**src/rtl/cpu_pkg.sv**
```systemverilog
// Shared core package: memory access sizes, address-error exception codes and the
// load/store queue entry layout.
package cpu_pkg;

`ifndef CPU_EXC_ADEL
`define CPU_EXC_ADEL 5'h04
`endif
`ifndef CPU_EXC_ADES
`define CPU_EXC_ADES 5'h05
`endif

  localparam logic [1:0] MEM_SIZE_B = 2'b00;
  localparam logic [1:0] MEM_SIZE_H = 2'b01;
  localparam logic [1:0] MEM_SIZE_W = 2'b10;

  localparam logic [4:0] EXC_ADEL = `CPU_EXC_ADEL;
  localparam logic [4:0] EXC_ADES = `CPU_EXC_ADES;

  // Widest tag an entry can hold; per-instance TAG_W must not exceed it.
  localparam int unsigned LSQ_TAG_W = 8;

  typedef struct packed {
    logic [31:0]          addr;
    logic [31:0]          wdata;
    logic [1:0]           size;
    logic                 wr;
    logic [LSQ_TAG_W-1:0] tag;
  } lsq_entry_t;

endpackage

```
**src/rtl/agu_addr_chk.sv**
```systemverilog
// Per-way virtual address add and alignment check (purely combinational).
module agu_addr_chk
  import cpu_pkg::*;
(
  input  logic [31:0] base,
  input  logic [31:0] imm,
  input  logic [1:0]  size,
  input  logic        wr,
  input  logic        unalign,
  output logic [31:0] vaddr,
  output logic        fault,
  output logic [4:0]  code
);

  assign vaddr = base + imm;
  assign code  = wr ? EXC_ADES : EXC_ADEL;

  always_comb begin
    fault = 1'b0;
    case (size)
      MEM_SIZE_H: fault = vaddr[0];
      // lwl/lwr/swl/swr address arbitrary bytes within a word
      MEM_SIZE_W: fault = (vaddr[1:0] != 2'b00) && !unalign;
      default:    fault = 1'b0;
    endcase
  end

endmodule

```
**src/rtl/agu_lsq.sv**
```systemverilog
// Multi-way address generation with an in-order request queue feeding the dcache.
// Optional AGU_LSQ_PERF_EN adds saturating perf counters perf_enq/perf_exc/perf_full_stall.
module agu_lsq
  import cpu_pkg::*;
#(
  parameter int unsigned ISSUE_W = 2,
  parameter int unsigned DEPTH   = 4,
  parameter int unsigned TAG_W   = 6
) (
  input  logic                       clk,
  input  logic                       resetn,
  input  logic                       flush,
  input  logic [ISSUE_W-1:0]         in_valid,
  output logic                       in_ready,
  input  logic [ISSUE_W*32-1:0]      in_base,
  input  logic [ISSUE_W*32-1:0]      in_imm,
  input  logic [ISSUE_W*32-1:0]      in_wdata,
  input  logic [ISSUE_W*2-1:0]       in_size,
  input  logic [ISSUE_W-1:0]         in_wr,
  input  logic [ISSUE_W-1:0]         in_unalign,
  input  logic [ISSUE_W*TAG_W-1:0]   in_tag,
  output logic                       exc_valid,
  output logic [4:0]                 exc_code,
  output logic [31:0]                exc_badva,
  output logic [TAG_W-1:0]           exc_tag,
  output logic                       req_valid,
  input  logic                       req_ready,
  output logic [31:0]                req_addr,
  output logic [31:0]                req_wdata,
  output logic [1:0]                 req_size,
  output logic                       req_wr,
  output logic [TAG_W-1:0]           req_tag,
  output logic [$clog2(DEPTH):0]     occupancy
`ifdef AGU_LSQ_PERF_EN
  ,
  output logic [31:0]                perf_enq,
  output logic [31:0]                perf_exc,
  output logic [31:0]                perf_full_stall
`endif
);

  localparam int unsigned PTR_W = $clog2(DEPTH);
  localparam int unsigned CNT_W = PTR_W + 1;

  lsq_entry_t             mem_q [DEPTH];
  logic [PTR_W-1:0]       rd_ptr_q, wr_ptr_q;
  logic [CNT_W-1:0]       count_q;
  logic                   exc_valid_q;
  logic [4:0]             exc_code_q;
  logic [31:0]            exc_badva_q;
  logic [TAG_W-1:0]       exc_tag_q;

  lsq_entry_t             way_entry [ISSUE_W];
  logic [31:0]            way_vaddr [ISSUE_W];
  logic [4:0]             way_code  [ISSUE_W];
  logic [ISSUE_W-1:0]     way_fault;

  lsq_entry_t             enq_ent [ISSUE_W];
  logic [CNT_W-1:0]       enq_cnt;
  logic                   accept, deq, exc_hit;
  logic [4:0]             exc_code_d;
  logic [31:0]            exc_badva_d;
  logic [TAG_W-1:0]       exc_tag_d;
  lsq_entry_t             head;

  for (genvar w = 0; w < ISSUE_W; w++) begin : g_way
    agu_addr_chk u_chk (
      .base    (in_base[w*32 +: 32]),
      .imm     (in_imm[w*32 +: 32]),
      .size    (in_size[w*2 +: 2]),
      .wr      (in_wr[w]),
      .unalign (in_unalign[w]),
      .vaddr   (way_vaddr[w]),
      .fault   (way_fault[w]),
      .code    (way_code[w])
    );
    assign way_entry[w] = '{addr:  way_vaddr[w],
                            wdata: in_wdata[w*32 +: 32],
                            size:  in_size[w*2 +: 2],
                            wr:    in_wr[w],
                            tag:   LSQ_TAG_W'(in_tag[w*TAG_W +: TAG_W])};
  end

  // Registered count only: a same-cycle pop does not open the gate.
  assign in_ready = (CNT_W'(DEPTH) - count_q) >= CNT_W'(ISSUE_W);
  assign accept   = in_ready && (|in_valid) && !flush;
  assign req_valid = count_q != '0;
  assign deq      = req_valid && req_ready;

  // Compact legal ways ahead of the oldest fault; everything after it is dropped.
  always_comb begin
    int unsigned n;
    logic        seen;
    n           = 0;
    seen        = 1'b0;
    exc_hit     = 1'b0;
    exc_code_d  = '0;
    exc_badva_d = '0;
    exc_tag_d   = '0;
    for (int i = 0; i < ISSUE_W; i++) enq_ent[i] = '0;
    if (accept) begin
      for (int w = 0; w < ISSUE_W; w++) begin
        if (in_valid[w] && !seen) begin
          if (way_fault[w]) begin
            seen        = 1'b1;
            exc_hit     = 1'b1;
            exc_code_d  = way_code[w];
            exc_badva_d = way_vaddr[w];
            exc_tag_d   = in_tag[w*TAG_W +: TAG_W];
          end else begin
            enq_ent[n] = way_entry[w];
            n          = n + 1;
          end
        end
      end
    end
    enq_cnt = CNT_W'(n);
  end

  always_ff @(posedge clk) begin
    for (int i = 0; i < ISSUE_W; i++) begin
      if (i < int'(enq_cnt)) mem_q[wr_ptr_q + PTR_W'(i)] <= enq_ent[i];
    end
  end

  always_ff @(posedge clk or negedge resetn) begin
    if (!resetn) begin
      count_q     <= '0;
      rd_ptr_q    <= '0;
      wr_ptr_q    <= '0;
      exc_valid_q <= 1'b0;
      exc_code_q  <= '0;
      exc_badva_q <= '0;
      exc_tag_q   <= '0;
    end else if (flush) begin
      count_q     <= '0;
      rd_ptr_q    <= '0;
      wr_ptr_q    <= '0;
      exc_valid_q <= 1'b0;
    end else begin
      count_q     <= count_q + enq_cnt - CNT_W'(deq);
      wr_ptr_q    <= wr_ptr_q + PTR_W'(enq_cnt);
      rd_ptr_q    <= rd_ptr_q + PTR_W'(deq);
      exc_valid_q <= exc_hit;
      if (exc_hit) begin
        exc_code_q  <= exc_code_d;
        exc_badva_q <= exc_badva_d;
        exc_tag_q   <= exc_tag_d;
      end
    end
  end

  // Payload is gated so an empty queue never exposes stale entries.
  assign head      = mem_q[rd_ptr_q];
  assign req_addr  = req_valid ? head.addr : '0;
  assign req_wdata = req_valid ? head.wdata : '0;
  assign req_size  = req_valid ? head.size : '0;
  assign req_wr    = req_valid && head.wr;
  assign req_tag   = req_valid ? TAG_W'(head.tag) : '0;
  assign occupancy = count_q;
  assign exc_valid = exc_valid_q;
  assign exc_code  = exc_code_q;
  assign exc_badva = exc_badva_q;
  assign exc_tag   = exc_tag_q;

`ifdef AGU_LSQ_PERF_EN
  logic [31:0] perf_enq_q, perf_exc_q, perf_stall_q;

  always_ff @(posedge clk or negedge resetn) begin
    if (!resetn) begin
      perf_enq_q   <= '0;
      perf_exc_q   <= '0;
      perf_stall_q <= '0;
    end else begin
      perf_enq_q <= (perf_enq_q > (32'hFFFF_FFFF - 32'(enq_cnt))) ? 32'hFFFF_FFFF
                                                                  : perf_enq_q + 32'(enq_cnt);
      if (exc_hit && perf_exc_q != 32'hFFFF_FFFF) perf_exc_q <= perf_exc_q + 32'd1;
      if ((|in_valid) && !in_ready && perf_stall_q != 32'hFFFF_FFFF)
        perf_stall_q <= perf_stall_q + 32'd1;
    end
  end

  assign perf_enq        = perf_enq_q;
  assign perf_exc        = perf_exc_q;
  assign perf_full_stall = perf_stall_q;
`endif

endmodule

```
**config.mk**
```make
export PLATFORM = sky130hd
export DESIGN_NAME = agu_lsq
export DESIGN_NICKNAME = d
export VERILOG_FILES = /design/src/rtl/cpu_pkg.sv /design/src/rtl/agu_addr_chk.sv /design/src/rtl/agu_lsq.sv
export SDC_FILE = /design/constraint.sdc
export NUM_CORES = 1
export LEC_CHECK = 0
export BUFFER_PORTS_ARGS = -buffer_cell sky130_fd_sc_hd__buf_4
export CAP_MARGIN = 5
export CORE_UTILIZATION = 45
export DETAILED_ROUTE_END_ITERATION = 10
export PLACE_DENSITY = 0.69
export RECOVER_POWER = 100
export SLEW_MARGIN = 0
export SYNTH_ARGS = -nofsm -noshare
export SYNTH_HDL_FRONTEND = slang
export SYNTH_SLANG_ARGS = --single-unit
export TNS_END_PERCENT = 20
```
**constraint.sdc**
```tcl
create_clock -name clk -period 9 [get_ports clk]
set_input_delay 1.8 -clock clk [delete_from_list [all_inputs] [get_ports clk]]
set_output_delay 1.8 -clock clk [all_outputs]
set_load 0.01 [all_outputs]
```
==> results.py, run 1 <==
metrics = {
    "clocking": {
        "ctsHoldBuffers": 0,
        "cts.root.buffer_cell": "sky130_fd_sc_hd__clkbuf_16",
        "cts_post_setup_buffers_inserted": 0,
        "cts_max_level": 2,
        "cts.sinks": 340,
        "post_cts_resize_count": 0,
        "tritoncts_clock_tree": "done",
        "cts_buffers": 37,
        "clkTransAtPathRegs_ps": 60,
        "clock_insertion_delay_worst_skew_ps": 530,
        "cts_buffer_depth": 3,
    },
    "yosys": {
        "synth-seq-cells": 340,
        "ys_seq_area_frac": 0.499,
        "synth_simple_gate_area_frac": 0.0946,
        "postSynthAreaPerCell_sq_um": 12.0,
        "post_synth_adder_cell_area": 0.0498,
        "postSynthCellCount": 1665,
        "synth_edf_count": 292,
        "syn-cell-area_sq_um": 20000,
        "synthFlopType": "sky130_fd_sc_hd__edfxtp_1",
        "synth_compound_gate_area_share": 0.213,
        "largest_family_of_logic_cells_by_synthesized_area": "compound AO/OA/AOI/OAI gates",
        "yosysUniqueCellTypes": 83,
        "synth-async-reset-ratio": 0.141,
        "synthXorXnorAreaFrac": 0.0236,
        "yosys_warnings": 0,
        "mux_cell_area_share_after_synthesis": 0.0853,
    },
    "place": {
        "buffer_ports.inserted": 336,
        "dpl.hpwl_um": 43600,
        "place.detailed.instances": 2489,
        "gpl.final_weighted_congestion": 0.968,
    },
    "worst_setup_path": {
        "r2r_end": "mem_q[3][35]",
        "timing.critical_path.max_delay_family": "simple AND/OR/NAND/NOR gates",
        "path_class": "in2reg",
        "crit_path_max_incr_delay_ps": 1940,
        "regToRegSetupSlack_ps": 3680,
        "cell_type_of_the_slowest_stage_on_the_worst_timing_path": "sky130_fd_sc_hd__clkbuf_1",
        "bufs_and_invs_on_worst_path": 2,
        "reg2reg_from": "occupancy[0]",
        "ff2ff_path_depth": 11,
        "end_kind": "flop",
        "worst_ep_required_time_ps": 9350,
        "critical_path.max_fanout": 44,
        "setup.worst_path.start_class": "input port",
        "worst-endpoint-arrival_ps": 7260,
        "cell_breakdown_of_the_critical_path": "clkbuf_4 -> ha_1 -> fa_1 -> nand2_1 -> a21oi_1 -> nand2b_1 -> nor3_1 -> and2_0 -> nor2_4 -> clkbuf_1 -> nand3_1 -> o21ai_0",
    },
    "floorplan": {
        "fp.dieArea_sq_um": 45200,
        "boundaryPins": 340,
        "dieWidth_um": 213,
        "initial_utilization": 0.460,
        "die-height_um": 213,
        "placement_rows": 76,
        "core-area_sq_um": 43500,
    },
    "drt": {
        "drt_total_wl_um": 65400,
        "num_vias": 16484,
        "route.detailed.wl_per_inst_um": 25.6,
        "drt.antenna.violating_nets": 0,
        "drt-pass1-iter-count": 6,
        "route.detailed.vias_per_inst": 6.45,
        "drt_first_iter_violations": 1658,
        "drcViolationCount": 0,
    },
    "timing": {
        "final-setup-viol-count": 0,
        "hold_viol_final": 0,
        "slew-limit-headroom": -1.08,
        "finalMaxSlewViolations": 510,
        "period_share": 0.767,
        "layout_min_cycle_time_ps": 6900,
        "grt_setup_unrepaired": "no",
        "clock_skews_ps": 20.7,
        "worstMarginPinSlew_ps": 3120,
        "clock.fmax_ghz": 0.145,
        "setup-tns-final_ps": 0,
    },
    "finish": {
        "syn_to_final_growth_pct": 19.6,
        "drive_above_1_share": 0.234,
        "layout.nets": 2238,
        "finalCoreUtilization": 0.550,
        "instances_no_fill": 2556,
        "fillers": 3795,
    },
    "min_path": {
        "whs_endpoint": "exc_code[2]",
        "depth_of_the_worst_hold_timing_path": 1,
        "worstHoldPathType": "reg2reg",
        "hold_path.startpoint": "exc_code[2]",
    },
    "grt": {
        "grtUsageMet3": 0.0649,
        "grt_met1_usage": 0.373,
        "gr-total-overflow": 0,
        "globalRouteTotalUtil": 0.286,
        "grt_most_used_layer": "met2",
        "grt_pass1_wl_um": 96900,
        "grt_max_degree": 108,
        "grt_util_met2": 0.468,
        "first_global_vias": 16249,
        "grt_antenna_before_repair": 2,
    },
    "pwr": {
        "vdd.ir_drop.worst_mv": 0.159,
        "power_density_nw_per_um2": 263,
        "p_leak_nw": 8.77,
    },
    "outcome": {
        "failing_checks": "capacitance limit, slew limit",
        "outcome": "complete, but fails checks",
    },
    "run": {
        "drv.max_cap_violation_count": 14,
    },
}
## worst register-to-register path, cell delays in order, from the launching register on
cell	delay, ps
sky130_fd_sc_hd__dfrtp_1	370
sky130_fd_sc_hd__inv_1	70
sky130_fd_sc_hd__ha_1	210
sky130_fd_sc_hd__ha_1	260
sky130_fd_sc_hd__and2_0	180
sky130_fd_sc_hd__or3_1	360
sky130_fd_sc_hd__buf_4	240
sky130_fd_sc_hd__nor3_1	680
sky130_fd_sc_hd__and2_0	930
sky130_fd_sc_hd__nor2_4	0
sky130_fd_sc_hd__clkbuf_1	1040
sky130_fd_sc_hd__a32o_1	700
## worst max-delay path by stage
| stage | start | to | slack, ps | cells after the start |
|---|---|---|---|---|
| 2_1_floorplan | in_base[32] | mem_q[0][0] | 1460 | 10 |
| 3_3_place_gp | in_base[0] | mem_q[2][58] | 3190 | 10 |
| 3_5_place_dp | in_base[0] | mem_q[2][73] | 3020 | 10 |
| 4_1_cts | in_base[0] | mem_q[2][73] | 3580 | 10 |
| 5_1_grt | in_base[0] | mem_q[3][44] | 1720 | 12 |
| 6_report | in_base[0] | mem_q[3][9] | 2100 | 12 |
## power by group
part / switching, mW / internal [mW]
Sequential: 0.175 / 2.05
Combinational: 1.48 / 1.07
Clock: 0.636 / 0.870
Total: 2.29 / 3.99
## per-stage QoR
step	hold WS [ps]	setup WS [ps]	power (mW)	instance area [sq um]
after floorplan	504	1460	3.78	20000
after global placement	464	3190	4.86	23000
after detailed placement	467	3020	4.91	23000
after CTS	485	3580	6.41	24200
after global routing	512	1720	6.59	23900
final	475	2100	6.29	23900
## registers in the layout, indices dropped and copies added (netlist names)
register / flops
exc_tag: 6
rd_ptr_q: 2
exc_badva: 32
occupancy: 3
mem_q: 292
exc_code: 2
wr_ptr_q: 2
exc_valid: 1
## final cells by class
type,instances,area [sq um],share of cell area
Multi-Input combinational cell,1164,9390,0.393
Inverter,34,128,0.00534
Tap cell,585,732,0.0306
Timing Repair Buffer,366,2490,0.104
Antenna cell,1,2.50,0.000105
Sequential cell,340,9970,0.418
Clock buffer,47,993,0.0416
Clock inverter,19,181,0.00760
## placed cells by master (no fill, tap or decap), types with 6 or more instances in the layout
cell type                   instances
sky130_fd_sc_hd__mux4_2            73
sky130_fd_sc_hd__nand2b_1           6
sky130_fd_sc_hd__a31oi_1           16
sky130_fd_sc_hd__a21oi_1           84
sky130_fd_sc_hd__nor3_1            12
sky130_fd_sc_hd__dfrtp_1           47
sky130_fd_sc_hd__a21o_1            31
sky130_fd_sc_hd__o21ai_0           81
sky130_fd_sc_hd__mux2i_1            6
sky130_fd_sc_hd__clkinv_2           8
sky130_fd_sc_hd__clkbuf_1          76
sky130_fd_sc_hd__o21a_1             9
sky130_fd_sc_hd__xnor2_1           30
sky130_fd_sc_hd__edfxtp_1         292
sky130_fd_sc_hd__and2_1            20
sky130_fd_sc_hd__nand3_1           37
sky130_fd_sc_hd__clkbuf_16         37
sky130_fd_sc_hd__nand2_1          104
sky130_fd_sc_hd__and3_1            10
sky130_fd_sc_hd__nor2b_1           13
sky130_fd_sc_hd__inv_1             33
sky130_fd_sc_hd__ha_1              74
sky130_fd_sc_hd__nor2_1            78
sky130_fd_sc_hd__a211oi_1           7
sky130_fd_sc_hd__o21bai_1           8
sky130_fd_sc_hd__xor2_1            22
sky130_fd_sc_hd__or3_1              9
sky130_fd_sc_hd__o22ai_1           90
sky130_fd_sc_hd__buf_4            295
sky130_fd_sc_hd__a32o_1           168
sky130_fd_sc_hd__and2_0            62
sky130_fd_sc_hd__a21boi_0           7
## kinds of logic after synthesis
group	Yosys count
compound gates	568
simple gates	383
flops	340
buf+inv	163
mux	79
fa+ha+maj	78
xor+xnor	53
other cells	1
## synth_stat cells (16+ instances only)
| cell type | count | area share |
|---|---|---|
| sky130_fd_sc_hd__and2_1 | 80 | 0.025 |
| sky130_fd_sc_hd__xor2_1 | 22 | 0.0096 |
| sky130_fd_sc_hd__o21ai_0 | 81 | 0.020 |
| sky130_fd_sc_hd__dfrtp_1 | 48 | 0.060 |
| sky130_fd_sc_hd__edfxtp_1 | 292 | 0.44 |
| sky130_fd_sc_hd__a32o_1 | 168 | 0.084 |
| sky130_fd_sc_hd__mux4_2 | 73 | 0.082 |
| sky130_fd_sc_hd__nand3_1 | 37 | 0.0093 |
| sky130_fd_sc_hd__ha_1 | 74 | 0.046 |
| sky130_fd_sc_hd__clkbuf_1 | 85 | 0.016 |
| sky130_fd_sc_hd__a21o_1 | 31 | 0.012 |
| sky130_fd_sc_hd__o22ai_1 | 90 | 0.028 |
| sky130_fd_sc_hd__a31oi_1 | 16 | 0.0050 |
| sky130_fd_sc_hd__inv_1 | 33 | 0.0062 |
| sky130_fd_sc_hd__xnor2_1 | 30 | 0.013 |
| sky130_fd_sc_hd__a21oi_1 | 86 | 0.022 |
| sky130_fd_sc_hd__buf_2 | 17 | 0.0043 |
| sky130_fd_sc_hd__nor2_1 | 83 | 0.016 |
| sky130_fd_sc_hd__nand2_1 | 108 | 0.020 |
| sky130_fd_sc_hd__buf_1 | 17 | 0.0032 |
## metal layers
metal  up-vias  share of wire
met5         -        0.00020
met4         2          0.030
met3       119           0.10
met2       962           0.48
met1      8146           0.39
li1       7255              -
Note: power is estimated with default switching activity, not from simulation.
==> run 2, diff against run 1 <==
==> constraint.sdc (replaced) <==
create_clock -name clk -period 7.1 [get_ports clk]
set_input_delay 1.42 -clock clk [delete_from_list [all_inputs] [get_ports clk]]
set_output_delay 1.42 -clock clk [all_outputs]
set_load 0.01 [all_outputs]
==> results.py, run 2 (same netlist as run 1, synthesis figures left out) <==
metrics = {
    "grt": {
        "grt_max_degree": 70,
        "grt_antenna_before_repair": 1,
        "grt_pass1_wl_um": 97100,
        "globalRouteTotalUtil": 0.284,
        "gr-total-overflow": 0,
        "first_global_vias": 16204,
    },
    "timing": {
        "worstMarginPinSlew_ps": 2860,
        "setup-tns-final_ps": 0,
        "hold_viol_final": 0,
        "final-setup-viol-count": 0,
        "hold_slack_ps": 474,
        "period_share": 0.840,
        "layout_min_cycle_time_ps": 5960,
        "slew-limit-headroom": -0.910,
        "clock.fmax_ghz": 0.168,
        "finalMaxSlewViolations": 416,
        "grt_setup_unrepaired": "no",
        "clock_skews_ps": 22.7,
        "final.setup.worst_slack_ps": 1140,
    },
    "worst_setup_path": {
        "bufs_and_invs_on_worst_path": 3,
        "cell_type_of_the_slowest_stage_on_the_worst_timing_path": "sky130_fd_sc_hd__nor2_1",
        "end_kind": "flop",
        "critical_path.max_fanout": 20,
        "worst-endpoint-arrival_ps": 6130,
        "crit_path_max_incr_delay_ps": 1530,
        "timing.critical_path.max_delay_family": "simple AND/OR/NAND/NOR gates",
        "critical_path.most_common_cell": "sky130_fd_sc_hd__nor3_1",
        "path_class": "in2reg",
        "setup.worst_path.start_class": "input port",
        "worst_ep_required_time_ps": 7260,
        "cell_breakdown_of_the_critical_path": "clkbuf_4 -> ha_1 -> fa_1 -> nand2_1 -> a21oi_1 -> nand2b_1 -> nor3_1 -> clkinv_1 -> nor3_1 -> clkbuf_1 -> nor2_1 -> o22ai_1",
    },
    "clocking": {
        "clkTransAtPathRegs_ps": 60,
        "post_cts_resize_count": 0,
        "ctsHoldBuffers": 0,
        "cts_buffer_depth": 3,
        "cts_post_setup_buffers_inserted": 0,
        "clock_insertion_delay_worst_skew_ps": 530,
        "tritoncts_clock_tree": "done",
        "cts_buffers": 38,
        "cts.root.buffer_cell": "sky130_fd_sc_hd__clkbuf_16",
        "cts_max_level": 2,
        "cts.sinks": 340,
    },
    "finish": {
        "syn_to_final_growth_pct": 20.0,
        "largest-register": "mem_q",
        "drive_above_1_share": 0.231,
        "layout.nets": 2241,
        "instances_no_fill": 2560,
        "post_route_cell_area_sq_um": 24000,
        "antenna_fix_cells": 0,
        "finalCoreUtilization": 0.551,
        "most-common-layout-cells": "sky130_fd_sc_hd__buf_4 (292), sky130_fd_sc_hd__edfxtp_1 (292), sky130_fd_sc_hd__a32o_1 (168)",
        "largest_reg_flops": 292,
    },
    "place": {
        "buffer_ports.inserted": 336,
        "place.detailed.instances": 2491,
        "post-place-ws_ps": 1520,
        "gpl.final_weighted_congestion": 0.920,
        "dpl.hpwl_um": 44500,
        "placedInstanceArea_sq_um": 23000,
    },
    "floorplan": {
        "die-height_um": 213,
        "placement_rows": 76,
        "initial_utilization": 0.460,
        "core-area_sq_um": 43500,
        "boundaryPins": 340,
        "fp.dieArea_sq_um": 45200,
        "dieWidth_um": 213,
    },
    "pwr": {
        "p_leak_nw": 8.81,
        "power_density_nw_per_um2": 334,
        "vdd.ir_drop.worst_mv": 0.224,
        "overall_power_mw": 8.01,
    },
    "drt": {
        "drt-pass1-iter-count": 7,
        "drcViolationCount": 0,
        "route.detailed.vias_per_inst": 6.41,
        "drt_first_iter_violations": 2026,
        "drt.antenna.violating_nets": 0,
        "drt_total_wl_um": 64900,
        "route.detailed.wl_per_inst_um": 25.4,
        "num_vias": 16397,
    },
    "outcome": {
        "outcome": "complete, but fails checks",
        "failing_checks": "capacitance limit, slew limit",
    },
    "run": {
        "drv.max_cap_violation_count": 12,
    },
    "min_path": {
        "worstHoldPathType": "reg2reg",
    },
}
[run 2: cell types whose count changed in the layout (fill, tap and decap cells not counted), moves of 3 or more]
cell and change:
sky130_fd_sc_hd__clkbuf_1 +3, sky130_fd_sc_hd__buf_4 -3, sky130_fd_sc_hd__and2_0 +3, sky130_fd_sc_hd__nand2_1 +3, sky130_fd_sc_hd__nand2_2 -3, sky130_fd_sc_hd__and2_1 -3
sky130_fd_sc_hd__clkbuf_16 +3, sky130_fd_sc_hd__clkbuf_2 +4, sky130_fd_sc_hd__clkinv_2 -5
[run 2: area by class of cell]
cell class | count | area [sq um]
well taps | 585 | 732
flip-flops and latches | 340 | 9980
inverters | 34 | 128
repair buffers | 368 | 2530
fillers | 3787 | 19500
clock buffers | 56 | 1100
clock inverters | 13 | 136
multi-input cells | 1164 | 9370
[run 2: worst reg2reg max path: stages, from the launching register on]
cell and delay [ps]:
sky130_fd_sc_hd__dfrtp_1 380, sky130_fd_sc_hd__inv_1 80, sky130_fd_sc_hd__ha_1 180, sky130_fd_sc_hd__ha_1 260
sky130_fd_sc_hd__and2_0 180, sky130_fd_sc_hd__or3_1 390, sky130_fd_sc_hd__buf_4 240, sky130_fd_sc_hd__nor3_1 670
sky130_fd_sc_hd__nand2_1 640, sky130_fd_sc_hd__nand2_1 810, sky130_fd_sc_hd__clkbuf_2 800, sky130_fd_sc_hd__a32o_1 260
[run 2: per-layer routing]
metal / track usage / up-vias / wire (um)
li1: - / 7266 / -
met1: 0.382 / 8049 / 25600
met2: 0.474 / 981 / 31600
met3: 0.0493 / 99 / 6190
met4: 0.0739 / 2 / 1480
met5: 0 / - / 13
[run 2: path summary, 6_finish.rpt]
| check | startpoint | slack (ps) | cells after the start | to |
|---|---|---|---|---|
| max in group asynchronous | resetn | 3270 | 1 | rd_ptr_q[1] |
| worst max-delay path | in_base[0] | 1140 | 12 | mem_q[1][53] |
| worst max register to register | occupancy[1] | 2050 | 11 | mem_q[1][18] |
| worst min-delay path | exc_code[2] | 470 | 1 | exc_code[2] |
| worst min register to register | exc_code[2] | 470 | 1 | exc_code[2] |
| min in group asynchronous | resetn | 1830 | 1 | exc_code[2] |
[run 2: report_power, final]
| part | leakage (nW) | internal [mW] | switching, mW |
|---|---|---|---|
| clock network | 0.601 | 1.15 | 0.797 |
| logic | 4.92 | 1.37 | 1.89 |
| registers | 3.29 | 2.60 | 0.211 |
==> run 3, diff against run 2 <==
--- a/config.mk
+++ b/config.mk
@@ -9,7 +9,7 @@
 export CAP_MARGIN = 5
 export CORE_UTILIZATION = 45
 export DETAILED_ROUTE_END_ITERATION = 10
-export PLACE_DENSITY = 0.69
+export PLACE_DENSITY = 0.72
 export RECOVER_POWER = 100
 export SLEW_MARGIN = 0
 export SYNTH_ARGS = -nofsm -noshare
==> constraint.sdc (replaced) <==
create_clock -name clk -period 5.4 [get_ports clk]
set_input_delay 1.08 -clock clk [delete_from_list [all_inputs] [get_ports clk]]
set_output_delay 1.08 -clock clk [all_outputs]
set_load 0.01 [all_outputs]
==> results.py, run 3 (same netlist as run 1, synthesis figures left out) <==
metrics = {
    "outcome": {
        "outcome": "complete, but fails checks",
        "failing_checks": "capacitance limit, slew limit",
    },
    "finish": {
        "largest_reg_flops": 292,
        "seq_area_sq_um": 9980,
        "post_route_cell_area_sq_um": 24100,
        "layout_commonest_cell": "sky130_fd_sc_hd__buf_4",
        "finalCoreUtilization": 0.556,
        "most-common-layout-cells": "sky130_fd_sc_hd__buf_4 (294), sky130_fd_sc_hd__edfxtp_1 (292), sky130_fd_sc_hd__a32o_1 (168)",
        "fillers": 3756,
        "drive_above_1_share": 0.235,
        "layout.nets": 2258,
        "instances_no_fill": 2576,
        "largest-register": "mem_q",
        "antenna_fix_cells": 0,
        "multi_input_comb_area_sq_um": 9360,
        "syn_to_final_growth_pct": 20.9,
    },
    "floorplan": {
        "dieWidth_um": 213,
        "placement_rows": 76,
        "boundaryPins": 340,
        "core-area_sq_um": 43500,
        "fp.dieArea_sq_um": 45200,
        "die-height_um": 213,
        "initial_utilization": 0.460,
    },
    "drt": {
        "drt-pass1-iter-count": 5,
        "drt_total_wl_um": 64900,
        "route.detailed.wl_per_inst_um": 25.2,
        "num_vias": 16667,
        "drcViolationCount": 0,
        "route.detailed.vias_per_inst": 6.47,
        "drt.antenna.violating_nets": 0,
        "drt_first_iter_violations": 1965,
    },
    "clocking": {
        "cts_buffers": 37,
        "ctsHoldBuffers": 0,
        "cts_buffer_depth": 3,
        "tritoncts_clock_tree": "done",
        "cts_post_setup_buffers_inserted": 0,
        "cts_max_level": 2,
        "clock_insertion_delay_worst_skew_ps": 530,
        "cts.root.buffer_cell": "sky130_fd_sc_hd__clkbuf_16",
        "clkTransAtPathRegs_ps": 60,
        "cts.sinks": 340,
        "post_cts_resize_count": 0,
    },
    "pwr": {
        "power_density_nw_per_um2": 438,
        "p_leak_nw": 8.90,
        "vdd.ir_drop.worst_mv": 0.265,
        "overall_power_mw": 10.6,
    },
    "worst_setup_path": {
        "crit_path_max_incr_delay_ps": 770,
        "setup.worst_path.start_class": "input port",
        "worst_ep_required_time_ps": 5620,
        "cell_type_of_the_slowest_stage_on_the_worst_timing_path": "sky130_fd_sc_hd__clkbuf_1",
        "critical_path.most_common_cell": "sky130_fd_sc_hd__nor2_1",
        "worst-endpoint-arrival_ps": 4920,
        "cell_breakdown_of_the_critical_path": "clkbuf_4 -> ha_1 -> fa_1 -> nand2_1 -> a21oi_1 -> and2_0 -> nor2_1 -> nand2_1 -> clkbuf_1 -> nor2_1 -> nor2_1 -> clkbuf_1 -> o32ai_1",
        "end_kind": "flop",
        "path_class": "in2reg",
        "critical_path.max_fanout": 17,
    },
    "timing": {
        "hold_slack_ps": 482,
        "setup-tns-final_ps": 0,
        "worstMarginPinSlew_ps": 2870,
        "final.setup.worst_slack_ps": 706,
        "hold_viol_final": 0,
        "clock.fmax_ghz": 0.213,
        "clock_skews_ps": 20.3,
        "layout_min_cycle_time_ps": 4690,
        "slew-limit-headroom": -0.911,
        "period_share": 0.869,
        "finalMaxSlewViolations": 60,
        "final-setup-viol-count": 0,
        "grt_setup_unrepaired": "no",
    },
    "place": {
        "gpl.final_weighted_congestion": 0.902,
        "buffer_ports.inserted": 336,
        "dpl.hpwl_um": 44500,
        "placedInstanceArea_sq_um": 23300,
        "place.detailed.instances": 2509,
        "post-place-ws_ps": 715,
    },
    "grt": {
        "globalRouteTotalUtil": 0.286,
        "first_global_vias": 16414,
        "grt_pass1_wl_um": 97500,
        "grt_max_degree": 93,
        "gr-total-overflow": 0,
        "grt_antenna_before_repair": 3,
    },
    "run": {
        "drv.max_cap_violation_count": 3,
    },
    "min_path": {
        "worstHoldPathType": "reg2reg",
    },
}
-- run 3: cell count changes in the layout (fill, tap and decap cells not counted), moves of 3 or more --
cell	change
sky130_fd_sc_hd__and2_1	+7
sky130_fd_sc_hd__clkbuf_16	-3
sky130_fd_sc_hd__bufinv_16	+3
sky130_fd_sc_hd__buf_12	+8
sky130_fd_sc_hd__and2_0	-7
-- run 3: final timing paths --
path	from	end	depth (start not counted)	slack (ps)
worst max-delay path	in_base[0]	mem_q[3][58]	13	710
worst min-delay path	exc_code[2]	exc_code[2]	1	480
worst max register to register	occupancy[0]	mem_q[0][34]	10	1260
worst min register to register	exc_code[2]	exc_code[2]	1	480
max in group asynchronous	resetn	rd_ptr_q[0]	1	1920
min in group asynchronous	resetn	exc_badva[5]	1	1470
-- run 3: per-layer routing --
layer,up-vias,track usage,share of wire,routed length (um)
li1,7311,-,-,-
met1,8158,0.375,0.38,24800
met2,1071,0.475,0.49,31600
met3,121,0.0549,0.10,6690
met4,6,0.0933,0.027,1720
met5,-,0,0.00057,37
-- run 3: cell type report --
type	instances	share of cell area
clock inverters	22	0.0104
repair buffers	386	0.113
well taps	585	0.0303
multi-input cells	1164	0.387
flip-flops and latches	340	0.413
clock buffers	45	0.0404
inverters	34	0.00528
-- run 3: critical path, delay by kind of cell --
family,cells,cell delay [ps]
AND/OR/NAND/NOR,6,1050
buffers and inverters,3,1290
adder cells (fa/ha/maj),2,990
AO/OA/AOI/OAI,2,500
-- run 3: power by group --
group	switching (mW)	internal [mW]	leakage [nW]
sequential	0.314	3.41	3.29
clock	1.07	1.54	0.601
combinational	2.46	1.79	5.01
total	3.85	6.74	8.90
